[config.mk]
export PLATFORM = sky130hd
export DESIGN_NAME = ps2_key_decoder
export DESIGN_NICKNAME = d
export VERILOG_FILES = /design/src/rtl/ps2_key_decoder.sv
export SDC_FILE = /design/constraint.sdc
export NUM_CORES = 1
export LEC_CHECK = 0
export BUFFER_PORTS_ARGS = -buffer_cell sky130_fd_sc_hd__buf_2
export CAP_MARGIN = 20
export CORE_MARGIN = 10
export CORE_UTILIZATION = 24
export CTS_CLUSTER_DIAMETER = 100
export DETAILED_ROUTE_END_ITERATION = 8
export GPL_TIMING_DRIVEN = 0
export SYNTH_ARGS = -nofsm -noshare
export SYNTH_HDL_FRONTEND = slang
export SYNTH_SLANG_ARGS = --single-unit
export TNS_END_PERCENT = 5
[constraint.sdc]
create_clock -name clock -period 2.7 [get_ports clock]
set_clock_uncertainty 0.05 [all_clocks]
set_input_delay 0.675 -clock clock [delete_from_list [all_inputs] [get_ports clock]]
set_output_delay 0.675 -clock clock [all_outputs]
set_load 0.02 [all_outputs]
[src/rtl/ps2_key_decoder.sv]
// PS/2 keyboard receiver: conditions the raw lines, deframes 11-bit frames and
// turns scan-code set 2 make/break sequences into held w/a/s/d/enter levels.
module ps2_key_decoder #(
  parameter int FILTER_LEN     = 8,
  parameter int TIMEOUT_CYCLES = 100000
) (
  input  logic       clock,
  input  logic       reset,
  input  logic       ps2_clk,
  input  logic       ps2_dat,
  output logic       w,
  output logic       a,
  output logic       s,
  output logic       d,
  output logic       enter,
  output logic       byte_valid,
  output logic [7:0] byte_data,
  output logic       frame_error
);

  localparam int FCW = (FILTER_LEN > 1) ? $clog2(FILTER_LEN + 1) : 1;
  localparam int TCW = $clog2(TIMEOUT_CYCLES + 1);
  localparam logic [FCW-1:0] F_LAST = FCW'(FILTER_LEN - 1);
  localparam logic [TCW-1:0] T_LAST = TCW'(TIMEOUT_CYCLES - 1);

  // Frame handshake: byte_valid and frame_error are single-cycle strobes with
  // no ready; byte_data is only meaningful with byte_valid and holds until the next one.

  typedef enum logic [1:0] {
    ST_IDLE   = 2'd0,
    ST_DATA   = 2'd1,
    ST_PARITY = 2'd2,
    ST_STOP   = 2'd3
  } frame_state_t;

  // ---------------------------------------------------------------------------
  // Input conditioning (idle lines are high, so reset the chain to 1)
  // ---------------------------------------------------------------------------
  logic           clk_s1, clk_s2, dat_s1, dat_s2;
  logic           clk_filt;
  logic [FCW-1:0] filt_cnt;
  logic           flip;
  logic           fall;

  always_ff @(posedge clock or posedge reset) begin
    if (reset) begin
      clk_s1 <= 1'b1;
      clk_s2 <= 1'b1;
      dat_s1 <= 1'b1;
      dat_s2 <= 1'b1;
    end else begin
      clk_s1 <= ps2_clk;
      clk_s2 <= clk_s1;
      dat_s1 <= ps2_dat;
      dat_s2 <= dat_s1;
    end
  end

  // The FILTER_LEN-th consecutive differing sample flips the filtered clock.
  assign flip = (clk_s2 != clk_filt) && (filt_cnt == F_LAST);
  assign fall = flip && clk_filt;

  always_ff @(posedge clock or posedge reset) begin
    if (reset) begin
      clk_filt <= 1'b1;
      filt_cnt <= '0;
    end else if (clk_s2 == clk_filt) begin
      filt_cnt <= '0;
    end else if (flip) begin
      clk_filt <= clk_s2;
      filt_cnt <= '0;
    end else begin
      filt_cnt <= filt_cnt + FCW'(1);
    end
  end

  // ---------------------------------------------------------------------------
  // Frame FSM
  // ---------------------------------------------------------------------------
  frame_state_t   state, state_nxt;
  logic [7:0]     shreg, shreg_nxt;
  logic [2:0]     bit_cnt, bit_cnt_nxt;
  logic           par_bit, par_nxt;
  logic [TCW-1:0] tmo_cnt, tmo_nxt;
  logic           bv_nxt, fe_nxt;
  logic           tmo_hit;

  always_ff @(posedge clock or posedge reset) begin
    if (reset) begin
      state   <= ST_IDLE;
      shreg   <= 8'h00;
      bit_cnt <= 3'd0;
      par_bit <= 1'b0;
      tmo_cnt <= '0;
    end else begin
      state   <= state_nxt;
      shreg   <= shreg_nxt;
      bit_cnt <= bit_cnt_nxt;
      par_bit <= par_nxt;
      tmo_cnt <= tmo_nxt;
    end
  end

  assign tmo_hit = (tmo_cnt == T_LAST) && !fall;

  always_comb begin
    state_nxt   = state;
    shreg_nxt   = shreg;
    bit_cnt_nxt = bit_cnt;
    par_nxt     = par_bit;
    tmo_nxt     = tmo_cnt;
    bv_nxt      = 1'b0;
    fe_nxt      = 1'b0;

    case (state)
      ST_IDLE: begin
        tmo_nxt = '0;
        if (fall && !dat_s2) begin
          state_nxt   = ST_DATA;
          bit_cnt_nxt = 3'd0;
          shreg_nxt   = 8'h00;
        end
      end
      ST_DATA: begin
        if (fall) begin
          shreg_nxt   = {dat_s2, shreg[7:1]};
          bit_cnt_nxt = bit_cnt + 3'd1;
          if (bit_cnt == 3'd7) state_nxt = ST_PARITY;
        end
      end
      ST_PARITY: begin
        if (fall) begin
          par_nxt   = dat_s2;
          state_nxt = ST_STOP;
        end
      end
      ST_STOP: begin
        if (fall) begin
          state_nxt = ST_IDLE;
          if (dat_s2 && (^{shreg, par_bit})) bv_nxt = 1'b1;
          else                               fe_nxt = 1'b1;
        end
      end
      default: state_nxt = ST_IDLE;
    endcase

    // A stalled frame is abandoned; a fall on the same cycle wins over the timeout.
    if (state != ST_IDLE) begin
      if (fall) begin
        tmo_nxt = '0;
      end else if (tmo_hit) begin
        state_nxt   = ST_IDLE;
        fe_nxt      = 1'b1;
        bv_nxt      = 1'b0;
        tmo_nxt     = '0;
        bit_cnt_nxt = 3'd0;
        shreg_nxt   = 8'h00;
      end else begin
        tmo_nxt = tmo_cnt + TCW'(1);
      end
    end
  end

  always_ff @(posedge clock or posedge reset) begin
    if (reset) begin
      byte_valid  <= 1'b0;
      frame_error <= 1'b0;
      byte_data   <= 8'h00;
    end else begin
      byte_valid  <= bv_nxt;
      frame_error <= fe_nxt;
      if (bv_nxt) byte_data <= shreg;
    end
  end

  // ---------------------------------------------------------------------------
  // Scan-code decode: E0 / F0 prefixes, then a key lookup
  // ---------------------------------------------------------------------------
  logic       ext, brk;
  logic [4:0] keys;       // {enter, d, s, a, w}
  logic       key_hit;
  logic [2:0] key_idx;

  always_comb begin
    key_hit = 1'b1;
    key_idx = 3'd0;
    case ({ext, byte_data})
      9'h01D, 9'h175: key_idx = 3'd0;
      9'h01C, 9'h16B: key_idx = 3'd1;
      9'h01B, 9'h172: key_idx = 3'd2;
      9'h023, 9'h174: key_idx = 3'd3;
      9'h05A, 9'h15A: key_idx = 3'd4;
      default:        key_hit = 1'b0;
    endcase
  end

  always_ff @(posedge clock or posedge reset) begin
    if (reset) begin
      ext  <= 1'b0;
      brk  <= 1'b0;
      keys <= 5'b00000;
    end else if (frame_error) begin
      ext <= 1'b0;
      brk <= 1'b0;
    end else if (byte_valid) begin
      case (byte_data)
        8'hE0:   ext <= 1'b1;
        8'hF0:   brk <= 1'b1;
        default: begin
          if (key_hit) keys[key_idx] <= ~brk;
          ext <= 1'b0;
          brk <= 1'b0;
        end
      endcase
    end
  end

  assign w     = keys[0];
  assign a     = keys[1];
  assign s     = keys[2];
  assign d     = keys[3];
  assign enter = keys[4];

endmodule

Word-level counts from Yosys, hierarchy flattened --
Cells that the tools add are included.
Storage, ports and cells: input port bits 4, logic and storage cells 122, bits in registers 57
Operators by class: equality and inequality tests 22, $lt $le $gt $ge 2, add/sub/neg operators 3, bitwise logic cells 4, mux-type cells 50, reduce and logical (&&, ||, !) cells 24
Operators with widths (count):
- two-way mux 17 bit | 4
- == test 9 bit (second input constant) | 5
- two-way mux 8 bit | 5
- == test 9 x 5 -> 1 bit (second input constant) | 3
- two-way mux 1 bit | 18
- adder 17 x 1 -> 17 bit (second input constant) | 1
- == test 17 bit (second input constant) | 1
- == test 8 bit (second input constant) | 2
- two-way mux 2 bit | 8
- one-hot mux 8 bit (2 select lines) | 1
- two-way mux 3 bit | 5
- one-hot mux 3 bit (4 select lines) | 1
- OR reduction 10 bit | 1
- OR reduction 2 bit | 5
- == test 9 x 6 -> 1 bit (second input constant) | 1
- == test 9 x 7 -> 1 bit (second input constant) | 1
- XOR reduction 9 bit | 1
- two-way mux 4 bit | 2
- one-hot mux 2 bit (4 select lines) | 1
- AND reduction 2 bit | 4
- logical AND 1 bit | 6
- one-hot mux 3 bit (2 select lines) | 1
- nonzero test 2 bit | 3
- bitwise mux 5 bit | 1
- 17 further kinds | 24

Logic depth before layout (Yosys ltp) --
Gate-level depths: netlist of the first run.
depth in word-level cells 9, depth in mapped cells 8, gate-level depth less buffers 6

Worst setup path after synthesis of the first run --
OpenSTA, ideal clock, no wires.
path kind reg2reg, start register shreg[4], end register byte_data[0], library setup time 0.125 ns, arrival 1.995 ns, setup slack 0.531 ns, cell stages (with the launch flop) 6, clock period less this slack 2.169 ns, required time 2.525 ns, path through dfrtp_1 -> xor2_1 -> xnor3_1 -> mux2_2 -> nor4_4 -> mux2_2
Between the ends: longest elaborated chain between the ends 8
RTL lines:
- from (decl) | RTL line 81 | logic [7:0] shreg, shreg_nxt;
- from (signal assigned) | RTL line 97 | shreg <= shreg_nxt;
- XOR reduction 9 bit (*) | RTL line 140 | if (dat_s2 && (^{shreg, par_bit})) bv_nxt = 1'b1;
- logical AND 1 bit (*) | RTL line 140
- two-way mux 1 bit (*) | RTL line 140
- two-way mux 1 bit (*) | RTL line 138 | if (fall) begin
- two-way mux 1 bit (*) | RTL line 115 | case (state)
- two-way mux 1 bit | RTL line 151 | end else if (tmo_hit) begin
- two-way mux 1 bit | RTL line 149 | if (fall) begin
- two-way mux 1 bit (*) | RTL line 148 | if (state != ST_IDLE) begin
- named net bv_nxt | RTL line 85 | logic bv_nxt, fe_nxt;
- to (signal assigned) | RTL line 172 | if (bv_nxt) byte_data <= shreg;
- to (decl) | RTL line 17 | output logic [7:0] byte_data,
Mark *: on every way through the listed nets, which the timed path passes. The rest lies on a longest branch. A chain may end at the register's enable or synchronous reset.

Worst setup path in the final report of the first run --
start register shreg[4], end register byte_data[7]
Same word-level chain as after synthesis.

==> results of run 1 <==
==> registers in the layout, indices dropped and copies added, names as in the netlist, 2 cells and up <==
| register | cells |
|---|---|
| filt_cnt | 4 |
| state | 2 |
| tmo_cnt | 17 |
| shreg | 8 |
| keys | 5 |
| byte_data | 8 |
| bit_cnt | 3 |
==> per-layer routing <==
| layer | global-route usage, % | vias to the layer above | wire (um) |
|---|---|---|---|
| li1 | - | 929 | - |
| met4 | 2.51 | 0 | 68 |
| met1 | 8.03 | 920 | 2420 |
| met2 | 10.4 | 31 | 2400 |
| met5 | 0 | - | 0 |
| met3 | 2.98 | 8 | 188 |
==> through the flow <==
stage	cells	worst slack (ns)	TNS, ns	total power, uW	hold slack, ns
2_1_floorplan	247	0.531	0	981	0.295
3_3_place_gp	405	-0.166	-8.49	997	0.298
3_5_place_dp	406	0.333	0	1000	0.302
4_1_cts	422	0.324	0	2050	0.311
5_1_grt	422	0.154	0	2110	0.313
6_report	422	0.327	0	2020	0.308
==> critical path: cells and delay by family, from the launching register on <==
| family | cells | cell delay [ns] |
|---|---|---|
| xor gates and xnor gates | 2 | 0.55 |
| DFF | 1 | 0.42 |
| muxes | 2 | 0.78 |
| and+or+nand+nor | 1 | 0.46 |
==> power groups by stage <==
stage | registers [uW] | clock network [uW] | logic [uW]
after floorplan | 920 | 0 | 60.2
after global placement | 924 | 0 | 73.3
after detailed placement | 926 | 0 | 79.2
after CTS | 910 | 1060 | 80.0
after global routing | 914 | 1100 | 89.5
final | 909 | 1030 | 76.9
==> logic make-up (layout without fill, tap and decap cells) <==
kind of cell	Yosys count	in the layout	synth area share, %
flip-flops	57	57	53.5
AND/OR/NAND/NOR	101	101	20.0
XOR/XNOR	22	22	8.22
adder cells (fa/ha/maj)	4	4	1.87
buffers and inverters	17	52	2.38
multiplexers	16	16	6.49
AO/OA/AOI/OAI	30	30	7.52
==> final timing paths <==
check,depth (start not counted),startpoint,to
worst max-delay path,5,shreg[4]$_DFF_PP0_,byte_data[7]$_DFFE_PP0P_
worst min-delay path,0,clk_s1$_DFF_PP1_,clk_s2$_DFF_PP1_
worst max register to register,5,shreg[4]$_DFF_PP0_,byte_data[7]$_DFFE_PP0P_
worst min register to register,0,clk_s1$_DFF_PP1_,clk_s2$_DFF_PP1_
max in group asynchronous,3,reset,dat_s1$_DFF_PP1_
min in group asynchronous,2,reset,keys[3]$_DFFE_PP0P_
==> layout make-up <==
class / count / area share (%)
buffer: 7 / 0.816
clock buffer: 10 / 3.96
clock inverter: 6 / 4.04
inverter: 10 / 1.17
multi-input combinational: 173 / 36.7
sequential: 57 / 44.5
tap: 140 / 5.44
timing repair buffer: 19 / 3.42
==> cell usage in the layout, fill, tap and decap left out, drive strengths merged, types with 5 or more instances in the layout <==
master / n
buf: 19
xor2: 9
nand3: 9
dfrtp: 52
clkbuf: 17
nor3: 5
nor2: 37
a22oi: 9
o21ai: 7
nand2: 15
dfstp: 5
mux2i: 5
mux2: 11
inv: 10
xnor2: 11
nand4: 5
==> flow_metrics.env, run 1 <==
export IMPL_grt_pass1_vias=1911
export IMPL_post_route_util_pct=29.6
export IMPL_async_flop_share_pct=100
export IMPL_cap_violations=0
export IMPL_yosysTopAreaCellShare_pct=48.6
export IMPL_num_rows=38
export IMPL_grt_first_pass_wirelength_mm=8.96
export IMPL_clock_sinks=57
export IMPL_crit_required_ns=2.86
export IMPL_synth_area_um2=2680
export IMPL_cts_resized=0
export IMPL_fmax_mhz=421
export IMPL_portBuffers=18
export IMPL_gp_congestion=0.846
export IMPL_tightestPinTransition_ns=0.660
export IMPL_min_period_ns=2.37
export IMPL_detailed_place_area_um2=2960
export IMPL_max_stage_delay_ns=0.46
export IMPL_post_cts_setup_buffers=0
export IMPL_n_fill_cell=1113
export IMPL_holdCritPathClass="reg2reg"
export IMPL_end_kind="flip-flop"
export IMPL_track_usage_pct=6.71
export IMPL_yosysMostFrequentCell="dfrtp_1"
export IMPL_rsz0062_at_grt="no"
export IMPL_setup_viol=0
export IMPL_routed_wl_mm=5.08
export IMPL_yosys_area_top_type="dfrtp_1"
export IMPL_grt_max_degree=32
export IMPL_avgViaCountPerCell=4.47
export IMPL_ys_top_cells_by_count="dfrtp_1 (52), nor2_1 (37), nand2_1 (15)"
export IMPL_core_um2=10900
export IMPL_synth_warnings=0
export IMPL_multi_input_area_um2=1180
export IMPL_grt_overflow=0
export IMPL_p_leak_uw=0.00146
export IMPL_drtPass1Iterations=4
export IMPL_drive_gt1_share_pct=19.1
export IMPL_synth_cells=247
export IMPL_power_internal_uw=1630
export IMPL_switchingPower_uw=390
export IMPL_seqPwrFrac_pct=45.1
export IMPL_synthesis_nets=255
export IMPL_avgSynthCellArea_um2=10.8
export IMPL_critical_path_class="reg2reg"
export IMPL_holdBufCountCts=0
export IMPL_finalNetCount=285
export IMPL_synth_ff_type="dfrtp_1"
export IMPL_synth_seq_area_share_pct=53.5
export IMPL_die_area_um2=15800
export IMPL_drc=0
export IMPL_clkPwrFrac_pct=51.1
export IMPL_power_density_nw_per_um2=626
export IMPL_syn2layout_area_growth_pct=20.3
export IMPL_cts_inserted_buffers=9
export IMPL_final_area_um2=3220
export IMPL_start_util_pct=24.6
export IMPL_synth_edff_count=0
export IMPL_clk_pin_slew_worst_paths_ns=0.06
export IMPL_wl_per_cell_um=12.0
export IMPL_drtAntennaViolNets=0
export IMPL_path_cells="xor2_1 -> xnor3_1 -> mux2_2 -> nor4_4 -> mux2_2"
export IMPL_swShare_pct=19.3
export IMPL_cts_root_buf="clkbuf_8"
export IMPL_crit_top_cell="mux2_2"
export IMPL_fin_crit_sh_pct=87.9
export IMPL_outcome="complete, no violations"
export IMPL_die_x_um=126
export IMPL_timing_final_max_slew_violations=0
export IMPL_diodes=0
export IMPL_ys_types=40
export IMPL_finalHoldViolCount=0
export IMPL_via_count=1888
export IMPL_drt_iter0_drc=70
export IMPL_crit_fanout=9
export IMPL_die_y_um=126
export IMPL_pwr_share_comb_pct=3.8
export IMPL_synth_area_top_cells="dfrtp_1 (49%), nor2_1 (5.2%), dfstp_2 (4.9%)"
export IMPL_cts_tree="yes"
export IMPL_antenna_found_initial=0
export IMPL_cts_max_level=3
export IMPL_place_hpwl_mm=3.70
export IMPL_startpoint_type="flip-flop"
export IMPL_seqCellArea_um2=1430
export IMPL_ir_drop_uv=268
export IMPL_slowest_stage="nor4_4"
export IMPL_ys_seq_elements=57
export IMPL_cts_max_path_buffers=2
export IMPL_crit_arrival_ns=2.54
export IMPL_io_pins=19
export IMPL_r2r_slack_ns=0.33
export IMPL_timing_slew_headroom_pct=55.9
export IMPL_clkLatencyLatePin_ns=0.34
No activity file was read; power rests on OpenSTA's default activity.
==> inputs of run 2 (changes only) <==
- CORE_ASPECT_RATIO: not set -> 1.4
==> run 2 against run 1 <==
  * Non-clock buffer count unchanged
  * Sequential share of layout area fell by 0.65 points
  * Highest routed layer unchanged
  * Clock-buffer cell count decreased by 1
  * Die area increased by 0.38%
  * Critical endpoint is now byte_data[1]$_DFFE_PP0P_
  * Final cell count grew 0.24%
  * Combinational power up 0.8%
==> flow_metrics.env, run 2 (synthesis gave the netlist of run 1 again) <==
export IMPL_post_cts_setup_buffers=0
export IMPL_fin_crit_sh_pct=89.1
export IMPL_portBuffers=18
export IMPL_drive_gt1_share_pct=19.5
export IMPL_avgViaCountPerCell=4.60
export IMPL_gp_congestion=0.774
export IMPL_syn2layout_area_growth_pct=22.0
export IMPL_crit_required_ns=2.86
export IMPL_final_cell_mix="dfrtp_1 (52), nor2_1 (37), buf_2 (18), nand2_1 (15)"
export IMPL_antenna_found_initial=0
export IMPL_end_kind="flip-flop"
export IMPL_rsz0062_at_grt="no"
export IMPL_n_fill_cell=1131
export IMPL_tightestPinTransition_ns=0.646
export IMPL_routed_wl_mm=5.36
export IMPL_gr_usage_met1_pct=7.51
export IMPL_fmax_mhz=416
export IMPL_core_um2=10900
export IMPL_detailed_place_area_um2=2970
export IMPL_diodes=0
export IMPL_clkLatencyLatePin_ns=0.33
export IMPL_ir_drop_uv=294
export IMPL_wl_per_cell_um=12.7
export IMPL_timing_final_max_slew_violations=0
export IMPL_via_count=1945
export IMPL_crit_arrival_ns=2.56
export IMPL_clk_pin_slew_worst_paths_ns=0.06
export IMPL_fin_hold_ws_ns=0.304
export IMPL_power_density_nw_per_um2=645
export IMPL_timing_slew_headroom_pct=56.9
export IMPL_final_area_um2=3270
export IMPL_grt_overflow=0
export IMPL_gr_usage_met2_pct=11.8
export IMPL_largest_register_ffs=17
export IMPL_cts_resized=0
export IMPL_crit_fanout=9
export IMPL_power_total_uw=2110
export IMPL_die_x_um=109
export IMPL_io_pins=19
export IMPL_drtAntennaViolNets=0
export IMPL_r2r_slack_ns=0.29
export IMPL_cts_max_path_buffers=2
export IMPL_min_period_ns=2.41
export IMPL_cts_tree="yes"
export IMPL_p_leak_uw=0.00147
export IMPL_finalNetCount=285
export IMPL_outcome="complete, no violations"
export IMPL_drt_iter0_drc=44
export IMPL_grt_pass1_vias=1981
export IMPL_top_register="tmo_cnt"
export IMPL_busiest_layer="met2"
export IMPL_finalHoldViolCount=0
export IMPL_cts_max_level=3
export IMPL_grt_max_degree=31
export IMPL_critPathLaunch="shreg[4]$_DFF_PP0_"
export IMPL_holdBufCountCts=0
export IMPL_die_y_um=145
export IMPL_holdCritPathClass="reg2reg"
export IMPL_place_hpwl_mm=3.86
export IMPL_critical_path_reg2reg_startpoint="shreg[4]$_DFF_PP0_"
export IMPL_critical_path_class="reg2reg"
export IMPL_seqCellArea_um2=1430
export IMPL_cap_violations=0
export IMPL_setup_tns_ns=0
export IMPL_die_area_um2=15800
export IMPL_clock_sinks=57
export IMPL_start_util_pct=24.7
export IMPL_setup_viol=0
export IMPL_use_met3_pct=2.83
export IMPL_cts_root_buf="clkbuf_16"
export IMPL_multi_input_area_um2=1180
export IMPL_grt_first_pass_wirelength_mm=9.22
export IMPL_drtPass1Iterations=4
export IMPL_reg_top3="tmo_cnt x17, byte_data x8, shreg x8"
export IMPL_drc=0
export IMPL_startpoint_type="flip-flop"
export IMPL_final_common_cell="dfrtp_1"
export IMPL_num_rows=45
export IMPL_cts_inserted_buffers=9
export IMPL_hold_path_startpoint="dat_s1$_DFF_PP1_"
export IMPL_track_usage_pct=7.13
run 2: worst max-delay path, stage by stage, from the launching register on:
cell and delay [ns]:
dfrtp_1 0.44, xor2_1 0.18, xnor3_1 0.38, mux2_2 0.37, nor4_4 0.46, mux2_2 0.40
run 2: final timing paths:
path,to,depth (start not counted)
worst min-delay path,dat_s2$_DFF_PP1_,0
worst max register to register,byte_data[1]$_DFFE_PP0P_,5
max in group asynchronous,shreg[5]$_DFF_PP0_,3
min in group asynchronous,tmo_cnt[2]$_DFF_PP0_,2
worst min register to register,dat_s2$_DFF_PP1_,0
worst max-delay path,byte_data[1]$_DFFE_PP0P_,5
run 2: stage by stage:
step	utilization (%)	std cells	setup slack (ns)
floorplan	-	247	0.531
global placement	27.1	406	-0.0959
detailed placement	27.3	407	0.292
CTS	30.1	423	0.278
global route	30.1	423	0.193
finish	30.1	423	0.293
run 2: routing by layer:
layer	up-vias	part of all wire [%]
li1	934	-
met1	961	41
met2	36	51
met3	14	5.8
met4	0	2.6
met5	-	0
run 2: cell type report:
type                            count  area share, %
Timing Repair Buffer               19           3.37
Multi-Input combinational cell    173           36.2
Clock inverter                      7           2.41
Sequential cell                    57           43.8
Buffer                              7          0.804
Clock buffer                        9           6.89
Tap cell                          141           5.40
Inverter                           10           1.15
run 2: power breakdown:
group	total [uW]	switching, uW	leakage (uW)	internal, uW
registers	911	20.9	0.000771	890
logic	77.5	43.7	0.000556	33.8
clock network	1120	402	0.000138	718
total	2110	467	0.00147	1640
